`src/rtl/sid_pkg.sv`:
```
// Shared constants, output-stage encodings and the voice mixing helper
// for the SID mixer / 1-bit DAC block.
package sid_pkg;

    localparam int VOICE_W  = 12;
    localparam int MIX_W    = 14;
    localparam int SAMPLE_W = 16;
    localparam int PWM_W    = 8;
    localparam int VOL_W    = 4;
    localparam int PROD_W   = MIX_W + VOL_W;

    typedef enum logic [0:0] {
        OUT_DSM = 1'b0,
        OUT_PWM = 1'b1
    } out_mode_e;

    // Three full-scale voices need 14 bits, so this sum can never wrap.
    function automatic logic [MIX_W-1:0] mixVoices(
        input logic [VOICE_W-1:0] v0,
        input logic [VOICE_W-1:0] v1,
        input logic [VOICE_W-1:0] v2,
        input logic [2:0]         mute
    );
        logic [MIX_W-1:0] sum;
        sum = '0;
        if (!mute[0]) sum = sum + MIX_W'(v0);
        if (!mute[1]) sum = sum + MIX_W'(v1);
        if (!mute[2]) sum = sum + MIX_W'(v2);
        return sum;
    endfunction

endpackage

```
`src/rtl/sid_dac_out.sv`:
```
// 1-bit output stage: first-order delta-sigma modulator or fixed-period
// 8-bit PWM, chosen at elaboration time by OUT_MODE.
module sid_dac_out
    import sid_pkg::*;
#(
    parameter int OUT_MODE = 0
) (
    input  logic                clk,
    input  logic                rst_n,
    input  logic [SAMPLE_W-1:0] i_sample,
    output logic                o_dac
);

    if (OUT_MODE == int'(OUT_PWM)) begin : g_pwm
        logic [PWM_W-1:0] r_count;
        logic [PWM_W-1:0] r_duty;
        logic             r_dac;
        logic             w_unusedLsb;

        assign w_unusedLsb = ^i_sample[SAMPLE_W-PWM_W-1:0];

        // Duty only reloads on the 255->0 wrap so each period stays glitch-free.
        always_ff @(posedge clk) begin
            if (!rst_n) begin
                r_count <= '0;
                r_duty  <= '0;
                r_dac   <= 1'b0;
            end else begin
                r_count <= r_count + PWM_W'(1);
                if (r_count == '1) begin
                    r_duty <= i_sample[SAMPLE_W-1 -: PWM_W];
                end
                r_dac <= (r_count < r_duty);
            end
        end

        assign o_dac = r_dac;
    end else begin : g_dsm
        logic [SAMPLE_W:0] r_acc;

        // The carry out of the 16-bit phase is the pulse-density bit.
        always_ff @(posedge clk) begin
            if (!rst_n) begin
                r_acc <= '0;
            end else begin
                r_acc <= {1'b0, r_acc[SAMPLE_W-1:0]} + {1'b0, i_sample};
            end
        end

        assign o_dac = r_acc[SAMPLE_W];
    end

endmodule

```
`src/rtl/sid_mixer_dac.sv`:
```
// Three-voice mixer with master volume feeding a 1-bit audio output stage.
// Two-stage non-stalling pipeline: capture/sum, then scale by volume.
module sid_mixer_dac
    import sid_pkg::*;
#(
    parameter int OUT_MODE = 0
) (
    input  logic                clk,
    input  logic                rst_n,
    input  logic [VOICE_W-1:0]  voice0,
    input  logic [VOICE_W-1:0]  voice1,
    input  logic [VOICE_W-1:0]  voice2,
    input  logic [2:0]          voice_mute,
    input  logic [VOL_W-1:0]    volume,
    input  logic                sample_en,
    output logic [SAMPLE_W-1:0] sample_out,
    output logic                sample_valid,
    output logic                dac_out
);

    logic [MIX_W-1:0]    r_mixSum;
    logic [VOL_W-1:0]    r_mixVol;
    logic                r_mixValid;
    logic [SAMPLE_W-1:0] r_sampleOut;
    logic                r_sampleValid;
    logic [PROD_W-1:0]   w_product;
    logic [1:0]          w_unusedProdLsb;

    // Inputs are only looked at on a strobe; anything between strobes is ignored.
    always_ff @(posedge clk) begin
        if (!rst_n) begin
            r_mixSum   <= '0;
            r_mixVol   <= '0;
            r_mixValid <= 1'b0;
        end else begin
            r_mixValid <= sample_en;
            if (sample_en) begin
                r_mixSum <= mixVoices(voice0, voice1, voice2, voice_mute);
                r_mixVol <= volume;
            end
        end
    end

    assign w_product       = PROD_W'(r_mixSum) * PROD_W'(r_mixVol);
    assign w_unusedProdLsb = w_product[1:0];

    always_ff @(posedge clk) begin
        if (!rst_n) begin
            r_sampleOut   <= '0;
            r_sampleValid <= 1'b0;
        end else begin
            r_sampleValid <= r_mixValid;
            if (r_mixValid) begin
                r_sampleOut <= w_product[PROD_W-1:2];
            end
        end
    end

    assign sample_out   = r_sampleOut;
    assign sample_valid = r_sampleValid;

    sid_dac_out #(
        .OUT_MODE (OUT_MODE)
    ) u_dacOut (
        .clk      (clk),
        .rst_n    (rst_n),
        .i_sample (r_sampleOut),
        .o_dac    (dac_out)
    );

endmodule

```
`config.mk`:
```
export PLATFORM = sky130hd
export DESIGN_NAME = sid_mixer_dac
export DESIGN_NICKNAME = d
export VERILOG_FILES = /design/src/rtl/sid_pkg.sv /design/src/rtl/sid_dac_out.sv /design/src/rtl/sid_mixer_dac.sv
export SDC_FILE = /design/constraint.sdc
export NUM_CORES = 1
export LEC_CHECK = 0
export BUFFER_PORTS_ARGS = -buffer_cell sky130_fd_sc_hd__buf_2
export CORE_ASPECT_RATIO = 1.1
export CORE_MARGIN = 10
export CORE_UTILIZATION = 55
export CTS_CLUSTER_DIAMETER = 200
export CTS_CLUSTER_SIZE = 8
export DETAILED_ROUTE_END_ITERATION = 10
export PLACE_DENSITY = 0.79
export SLEW_MARGIN = 20
export SYNTH_ARGS = -nofsm -noshare
export SYNTH_HDL_FRONTEND = slang
export SYNTH_SLANG_ARGS = --single-unit
export TNS_END_PERCENT = 30
```
`constraint.sdc`:
```
create_clock -name clk -period 5.95 [get_ports clk]
set_clock_uncertainty 0.2 [all_clocks]
set_input_delay 1.19 -clock clk [delete_from_list [all_inputs] [get_ports clk]]
set_output_delay 1.19 -clock clk [all_outputs]
set_load 0.02 [all_outputs]
```
==> impl_metrics.csv, run 1 <==
group,metric,value,unit
route,via_per_inst,5.74,
critical_path,path_class,"in2reg",
clock_tree,insertion_delay,0.31,ns
synth,syn-cell-area,0.00538,mm²
clock_tree,cts_made_buffers,5,
clock_tree,htree_levels,2,
final_layout,num-fill-cells,860,
critical_path,r2r_cells,12,
timing,rsz0062_at_grt,"no",
synth,netlist.area_leader.share,0.197,
power,sw_frac_of_total,0.349,
final_layout,fin_util,0.618,
synth,yosysUniqueCellTypes,59,
floorplanning,start_util,0.570,
clock_tree,cts_hold_buf,0,
timing,fin_tns_setup,0,ns
clock_tree,ctsResizeCount,0,
synth,syn_inst,659,
critical_path,r2r-end,"sample_out[14]",
timing,hold_viol,0,
synth,syn-num-nets,792,
final_layout,area_growth_syn_to_layout,8.51,%
critical_path,path_max_fanout,14,
timing,fmax,198,MHz
min_path,min_from,"sample_out[15]",
timing,min_period_over_period,0.850,
final_layout,num-nets-final,838,
route,dr.pass1.iters,4,
route,postRouteAntennaNets,0,
global_route,grt-ovfl-total,0,
synth,synth_edf_count,0,
synth,ys.flop_type,"dfxtp_1",
floorplanning,coreArea,0.00944,mm²
route,drt_iter0_markers,191,
synth,ys.warnings.count,0,
power,comb_power_share,0.350,
critical_path,reg2reg_slack,1.83,ns
min_path,hold_end,"sample_out[15]",
global_route,first_global_vias,4880,
critical_path,crit_required,5.93,ns
floorplanning,rows,37,
route,dr_total_vias,4730,
clock_tree,cts.sinks,53,
synth,syn_area_per_cell,8.16,µm²
min_path,hold_depth,2,
timing,worstMarginPinSlew,1.04,ns
global_route,grt_max_degree,36,
power,seq_power_share,0.430,
timing,fin_crit,5.06,ns
critical_path,cp-start-kind,"primary input",
synth,synth-seq-cells,53,
route,wl_per_cell,14.3,µm
clock_tree,cts_setup_buffers,0,
global_route,grtUsageTotal,0.171,
synth,yosys.area.top_type,"dfxtp_1",
timing,setup_viol,0,
global_route,grt_pass1_wl,21000,µm
synth,synthTopCellsByArea,"dfxtp_1 (20%), ha_1 (14%), fa_1 (10%)",
run,cap_violations,0,
route,drc_errors,0,
status,status,"completed",
synth,seq_area_frac_synth,0.197,
synth,async_reset_ff_frac,0,
floorplanning,die_x,114,µm
clock_tree,clockBufferDepth,2,
power,leakage,2.81,nW
route,wl,11800,µm
critical_path,end_kind,"flop",
place,port_buffers,63,
place,hpwl,9550,µm
clock_tree,cts_tree,"yes",
global_route,antenna_found_initial,0,
floorplanning,die_height,124,µm
timing,max_slew_margin,0.304,
floorplanning,die_area,0.0141,mm²
power,internal_power,0.000603,W
clock_tree,path_clk_slew,0.09,ns
place,finalWeightedCongestion,0.906,
power,power_density,159,mW/mm²
critical_path,startpoint,"voice_mute[0]",
power,pwr-share-clk,0.220,
timing,drv_slew,0,
floorplanning,io_pins,64,
power,peakVddDrop,0.0861,mV
power,p_sw,0.000323,W
final_layout,multi_input_area,0.00407,mm²
critical_path,cp.arrival,5.04,ns
final_layout,drive_above_1_share,0.116,
clock_tree,cts-root-buf,"clkbuf_8",
final_layout,regArea,0.00106,mm²
min_path,hold_path_class,"reg2reg",
critical_path,rr_startpoint,"r_mixVol[3]",
[per-stage QoR]
stage	std cells	area [µm²]	total power (W)	hold WS (ns)	setup WS [ns]
6_report	824	5840	0.000926	0.306	0.893
3_5_place_dp	815	5750	0.000728	0.297	0.566
3_3_place_gp	815	5750	0.000715	0.288	0.680
4_1_cts	823	5830	0.000935	0.312	0.902
5_1_grt	823	5830	0.000999	0.341	0.562
2_1_floorplan	659	5380	0.000655	0.263	0.827
[registers in the layout, summed over array words and instances (netlist names)]
signal and cells:
r_mixSum 14, r_mixValid 1, r_mixVol 4, sample_out 16, sample_valid 1, u_dacOut.g_dsm.r_acc 17
[critical path, stage by stage]
cell,delay (ns)
buf_2,0.22
nor2b_1,0.09
ha_1,0.21
fa_1,0.45
maj3_1,0.38
nand2_1,0.09
and3_1,0.19
o21ai_0,0.14
nor2_1,0.14
xor2_1,0.14
o21ai_0,0.09
ha_1,0.36
and3_1,0.19
a221o_1,0.29
a31o_2,0.25
a2111oi_0,0.36
or3_1,0.16
o22ai_1,0.07
[cells by family (layout without fill, tap and decap cells)]
kind of cell	Yosys count	in the layout	synth area share
xor gates and xnor gates	34	34	0.0554
muxes	25	25	0.0475
and+or+nand+nor	228	228	0.215
DFF	53	53	0.197
other	0	1	0
buffers and inverters	67	114	0.0468
adders and majority gates	90	90	0.246
AOI/OAI and AO/OA	162	162	0.192
[how the worst max path moves through the flow]
stage                         endpoint  slack [ns]  cells after the start
after floorplan           r_mixSum[13]        0.83                     18
after global placement    r_mixSum[13]        0.68                     18
after detailed placement  r_mixSum[13]        0.57                     18
after CTS                 r_mixSum[13]        0.90                     18
after global routing      r_mixSum[13]        0.56                     18
final                     r_mixSum[13]        0.89                     18
[cell usage after synthesis, drive strengths merged, types with 2 or more instances]
cell type,number
o31ai,3
and2,22
nor2,50
maj3,3
o211a,2
o21bai,4
a2111oi,2
o21a,16
and3,5
a31oi,11
a21o,11
nor3b,5
nand4,4
nor3,12
clkbuf,22
fa,27
nand2b,15
nor4,5
xnor2,18
xor2,16
o211ai,7
a22oi,2
o21ai,39
nor2b,18
a211o,2
nand3b,9
mux2,4
buf,2
mux2i,21
nand3,6
a211oi,7
o311ai,3
nand2,65
or3,8
inv,42
ha,60
o2111ai,2
o22ai,4
a21oi,40
dfxtp,53
[power by group through the flow]
stage,Sequential [W],Combinational (W),Clock (W)
2_1_floorplan,0.000400,0.000255,0
3_3_place_gp,0.000406,0.000309,0
3_5_place_dp,0.000407,0.000321,0
4_1_cts,0.000399,0.000324,0.000212
5_1_grt,0.000403,0.000369,0.000227
6_report,0.000399,0.000324,0.000204
[routing by layer]
metal,wire length (µm),share of wire,up-vias,GRT usage
li1,-,-,2410,-
met3,538,0.046,13,0.0366
met5,0,0,-,0
met2,5810,0.49,94,0.317
met4,198,0.017,0,0.0541
met1,5220,0.44,2213,0.192
[placed cells by master, fill, tap and decap left out, types with 3 or more instances in the layout]
cell type,n
nand3b_1,9
dfxtp_1,53
mux2i_1,21
nor3_1,11
a21oi_1,40
o311ai_0,3
o21bai_1,4
and3_1,5
o21a_1,16
nand4_1,4
ha_1,60
nand2_1,65
o211ai_1,7
nor2b_1,18
xor2_1,16
a211oi_1,7
nor2_1,50
mux2_2,4
nand2b_1,14
clkbuf_8,5
and2_1,22
buf_2,63
or3_1,8
a21o_1,11
fa_1,27
a31oi_1,11
nor3b_1,5
nand3_1,6
o22ai_1,4
nor4_1,4
xnor2_1,18
inv_1,41
o31ai_1,3
o21ai_0,37
[area by class of cell]
| type | count | share of cell area |
|---|---|---|
| Inverter | 43 | 0.0277 |
| Antenna cell | 1 | 0.000429 |
| Tap cell | 117 | 0.0251 |
| Clock inverter | 1 | 0.00129 |
| Clock buffer | 7 | 0.0131 |
| Sequential cell | 53 | 0.182 |
| Multi-Input combinational cell | 539 | 0.697 |
| Timing Repair Buffer | 63 | 0.0540 |
No activity file was read; power rests on OpenSTA's default activity.
==> run 2, diff against run 1 <==
Clock period 5.95 ns to 4.8 ns, I/O delays scaled along.
==> run 2 against run 1 <==
  * Non-clock buffer count rose by 12
  * Cell count rose by 1.2%
  * Design area rose by 1.7%
==> impl_metrics.csv, run 2 (same netlist as run 1, synthesis figures left out) <==
group,metric,value,unit
status,status,"completed",
critical_path,critical_path.max_stage_delay,0.41,ns
floorplanning,coreArea,0.00944,mm²
route,drt-met1-wl,5190,µm
route,via_per_inst,5.74,
clock_tree,ctsResizeCount,0,
place,placed_area,0.00584,mm²
clock_tree,cts_tree,"yes",
final_layout,diodes,0,
timing,max_slew_margin,0.312,
place,hpwl,9820,µm
global_route,first_global_vias,4882,
critical_path,cp-start-kind,"primary input",
clock_tree,cts_setup_buffers,0,
critical_path,rr_startpoint,"r_mixVol[2]",
timing,rsz0062_at_grt,"no",
route,drc_errors,0,
route,postRouteAntennaNets,0,
clock_tree,clockBufferDepth,2,
run,cap_violations,0,
min_path,hold_end,"sample_out[15]",
final_layout,fin_area,0.00593,mm²
floorplanning,io_pins,64,
global_route,grt_max_degree,34,
critical_path,worst-path-buf-inv,1,
final_layout,final_common_cell,"nand2_1",
critical_path,end_kind,"flop",
final_layout,drive_above_1_share,0.134,
route,wl,12100,µm
timing,hold_viol,0,
floorplanning,start_util,0.570,
floorplanning,die_area,0.0141,mm²
final_layout,largest_reg_flops,17,
timing,drv_slew,0,
critical_path,crit_required,4.79,ns
critical_path,path_class,"in2reg",
critical_path,cp.arrival,4.50,ns
route,wl_per_cell,14.5,µm
final_layout,num-nets-final,850,
final_layout,num-fill-cells,850,
timing,fmax,222,MHz
clock_tree,cts.sinks,53,
place,port_buffers,63,
final_layout,top_register,"u_dacOut.g_dsm.r_acc",
critical_path,r2r-end,"sample_out[14]",
floorplanning,die_height,124,µm
clock_tree,cts_hold_buf,0,
min_path,min_from,"sample_out[15]",
global_route,grt-ovfl-total,0,
global_route,grtUsageTotal,0.171,
route,met2_length,6100,µm
final_layout,area_growth_syn_to_layout,10.3,%
critical_path,slowest_stage,"fa_1",
critical_path,cp_top_family,"adder cells",
power,leakage,2.87,nW
route,met3_length,490,µm
timing,fin_tns_setup,0,ns
place,placed_cells,827,
critical_path,r2r_cells,12,
critical_path,path_max_fanout,2,
floorplanning,rows,37,
timing,fin_hold_ws,0.299,ns
timing,setup_viol,0,
power,power_density,199,mW/mm²
place,finalWeightedCongestion,0.885,
final_layout,final_cell_mix,"nand2_1 (65), buf_2 (63), ha_1 (60)",
power,peakVddDrop,0.111,mV
power,power.total,0.00118,W
critical_path,path_cells,"buf_2 > nor2b_1 > ha_1 > fa_1 > maj3_1 > nand2_1 > and3_1 > o21ai_1 > nor2_1 > xor2_1 > o21ai_0 > ha_1 > and3_1 > a221o_1 > a31o_2 > a2111oi_1 > or3_1 > o22ai_1",
timing,min_period_over_period,0.939,
route,dr_total_vias,4791,
global_route,grt_pass1_wl,20800,µm
clock_tree,cts_made_buffers,5,
route,drt_iter0_markers,179,
critical_path,reg2reg_slack,0.65,ns
clock_tree,htree_levels,2,
clock_tree,path_clk_slew,0.09,ns
global_route,antenna_found_initial,0,
route,dr.pass1.iters,5,
timing,fin_crit,4.51,ns
clock_tree,insertion_delay,0.32,ns
min_path,hold_path_class,"reg2reg",
clock_tree,cts-root-buf,"clkbuf_8",
min_path,hold_depth,2,
route,top_layer,"met4",
final_layout,fin_cells,834,
floorplanning,die_x,114,µm
timing,worstMarginPinSlew,1.03,ns
## run 2: layer usage
metal,track usage,up-vias
li1,-,2437
met1,0.187,2222
met2,0.319,105
met3,0.0313,27
met4,0.0705,0
met5,0,-
## run 2: worst max-delay path by stage
stage / start / end / slack [ns] / cells past startpoint
floorplan: voice_mute[0] / r_mixSum[13] / 0.02 / 18
global placement: voice0[0] / r_mixSum[13] / 0.02 / 18
detailed placement: voice0[0] / r_mixSum[13] / -0.07 / 18
CTS: voice0[0] / r_mixSum[13] / 0.27 / 18
global route: voice0[0] / r_mixSum[13] / 0.03 / 18
finish: voice0[0] / r_mixSum[13] / 0.29 / 18
## run 2: per-stage QoR
stage / util / setup slack (ns)
4_1_cts: 0.628 / 0.275
3_5_place_dp: 0.618 / -0.0704
6_report: 0.628 / 0.291
3_3_place_gp: 0.618 / 0.0220
2_1_floorplan: - / 0.0241
5_1_grt: 0.628 / 0.0274
## run 2: area by class of cell
class | count | area, µm² | share of cell area
Multi-Input combinational cell | 539 | 4070 | 0.686
Sequential cell | 53 | 1060 | 0.179
Timing Repair Buffer | 75 | 405 | 0.0683
Inverter | 43 | 161 | 0.0272
Tap cell | 117 | 146 | 0.0247
Clock buffer | 6 | 82.6 | 0.0139
Clock inverter | 1 | 7.51 | 0.00127
## run 2: power by group
part / internal [W] / switching, W
clock network: 0.000114 / 0.000149
logic: 0.000194 / 0.000228
registers: 0.000465 / 0.0000303
## run 2: worst reg2reg max path, delay by kind of cell, from the launching register on
family	cells	cell delay [ns]
AOI/OAI and AO/OA	6	1.47
adders and majority gates	3	1.39
buffers and inverters	1	0.06
DFF	1	0.65
and+or+nand+nor	2	0.26
==> run 3, diff against run 2 <==
Settings changed: PLACE_DENSITY 0.79 to 0.77.
==> run 3 against run 2 <==
  * Sequential share of layout area fell by 0.12 points
  * Clock power rose by 16%
  * First-iteration DRC count fell by 18%
==> impl_metrics.csv, run 3 (same netlist as run 1, synthesis figures left out) <==
group,metric,value,unit
power,leakage,2.89,nW
timing,setup_viol,0,
timing,fin_crit,4.46,ns
final_layout,largest_reg_flops,17,
floorplanning,die_area,0.0141,mm²
global_route,grt-ovfl-total,0,
route,via_per_inst,5.64,
global_route,grt_max_degree,31,
clock_tree,insertion_delay,0.30,ns
clock_tree,path_clk_slew,0.09,ns
floorplanning,io_pins,64,
clock_tree,cts_made_buffers,5,
critical_path,critical_path.max_stage_delay,0.40,ns
global_route,antenna_found_initial,0,
critical_path,path_cells,"buf_2 > nor2b_1 > ha_1 > fa_1 > maj3_1 > nand2_1 > and3_1 > o21ai_1 > nor2_1 > xor2_1 > o21ai_0 > ha_1 > and3_1 > a221o_1 > a31o_2 > buf_4 > xor2_1 > mux2i_1 > a211oi_1",
clock_tree,cts_tree,"yes",
power,p_sw,0.000406,W
route,wl_per_cell,14.0,µm
power,sw_frac_of_total,0.332,
place,hpwl,9600,µm
route,dr_total_vias,4719,
critical_path,path_class,"in2reg",
place,finalWeightedCongestion,0.917,
power,peakVddDrop,0.136,mV
critical_path,path_max_fanout,2,
timing,hold_viol,0,
route,drc_errors,0,
power,comb_power_share,0.345,
timing,rsz0062_at_grt,"no",
floorplanning,die_x,114,µm
final_layout,final_common_cell,"nand2_1",
route,wl,11700,µm
critical_path,crit_required,4.82,ns
clock_tree,clockBufferDepth,2,
floorplanning,rows,37,
timing,max_slew_margin,0.315,
clock_tree,cts_setup_buffers,0,
final_layout,final_cell_mix,"nand2_1 (65), buf_2 (63), ha_1 (60)",
critical_path,worst-path-buf-inv,2,
status,status,"completed",
critical_path,slowest_stage,"fa_1",
timing,fmax,224,MHz
power,internal_power,0.000816,W
place,port_buffers,63,
final_layout,drive_above_1_share,0.138,
floorplanning,die_height,124,µm
global_route,first_global_vias,4807,
timing,fin_ws,0.344,ns
critical_path,cp-start-kind,"primary input",
clock_tree,ctsResizeCount,0,
run,cap_violations,0,
place,dp_slack,-0.0575,ns
timing,worstMarginPinSlew,1.03,ns
route,postRouteAntennaNets,0,
route,dr.pass1.iters,4,
power,pwr-share-clk,0.250,
final_layout,top_register,"u_dacOut.g_dsm.r_acc",
power,power_density,205,mW/mm²
critical_path,cp_top_family,"adder cells",
clock_tree,cts.sinks,53,
final_layout,fin_util,0.633,
clock_tree,htree_levels,2,
min_path,hold_path_class,"reg2reg",
floorplanning,coreArea,0.00944,mm²
final_layout,area_growth_syn_to_layout,11.1,%
route,drt_iter0_markers,147,
timing,min_period_over_period,0.928,
global_route,grt_pass1_wl,20700,µm
critical_path,end_kind,"flop",
critical_path,cp.arrival,4.48,ns
timing,drv_slew,0,
floorplanning,start_util,0.570,
clock_tree,cts-root-buf,"clkbuf_8",
final_layout,diodes,0,
clock_tree,cts_hold_buf,0,
power,seq_power_share,0.404,
final_layout,num-nets-final,851,
global_route,grtUsageTotal,0.169,
timing,fin_hold_ws,0.313,ns
## run 3: cell count changes in the layout (fill, tap and decap cells not counted), sizes merged
cell / change
bufinv: +1
clkinvlp: -1
clkinv: +1
buf: +1
## run 3: final timing paths
path               startpoint  slack, ns  depth (start not counted)              to
hold / removal    r_mixSum[1]       0.31                          2     r_mixSum[1]
setup reg to reg  r_mixVol[3]       0.73                         12  sample_out[14]
setup / recovery    voice0[0]       0.34                         19     r_mixSum[9]
hold reg to reg   r_mixSum[1]       0.31                          2     r_mixSum[1]
## run 3: area by class of cell
cell class	count	area, µm²
Multi-Input combinational cell	539	4080
Tap cell	117	146
Inverter	43	161
Sequential cell	53	1060
Clock inverter	2	38.8
Fill cell	853	3470
Timing Repair Buffer	76	413
Clock buffer	6	72.6
## run 3: worst register-to-register path, stage by stage (launching register included)
cell      delay (ns)
dfxtp_1         0.64
nand2_1         0.16
fa_1            0.56
inv_1           0.06
fa_1            0.47
ha_1            0.38
o21a_1          0.20
o21a_1          0.17
o21ai_0         0.44
nor2_1          0.10
a211oi_1        0.30
o31a_1          0.19
o211ai_1        0.09
## run 3: through the flow
step / setup TNS, ns / total power, W / instance area (µm²) / instances
after floorplan: 0 / 0.000812 / 5380 / 659
after global placement: 0 / 0.000904 / 5850 / 828
after detailed placement: -0.0575 / 0.000921 / 5850 / 828
after CTS: 0 / 0.00122 / 5960 / 836
after global routing: 0 / 0.00131 / 5970 / 836
final: 0 / 0.00122 / 5970 / 836
## run 3: metal layers
metal / share of wire / up-vias / routed length, µm / GRT usage
met4: 0.015 / 0 / 182 / 0.0502
met2: 0.50 / 90 / 5920 / 0.309
met1: 0.44 / 2189 / 5210 / 0.198
met5: 0 / - / 0 / 0
li1: - / 2423 / - / -
met3: 0.037 / 17 / 432 / 0.0298
## run 3: power by group through the flow
| stage | Combinational (W) | Clock [W] | Sequential [W] |
|---|---|---|---|
| 2_1_floorplan | 0.000316 | 0 | 0.000496 |
| 3_3_place_gp | 0.000401 | 0 | 0.000503 |
| 5_1_grt | 0.000480 | 0.000328 | 0.000500 |
| 4_1_cts | 0.000419 | 0.000311 | 0.000495 |
| 6_report | 0.000422 | 0.000306 | 0.000494 |
| 3_5_place_dp | 0.000416 | 0 | 0.000505 |
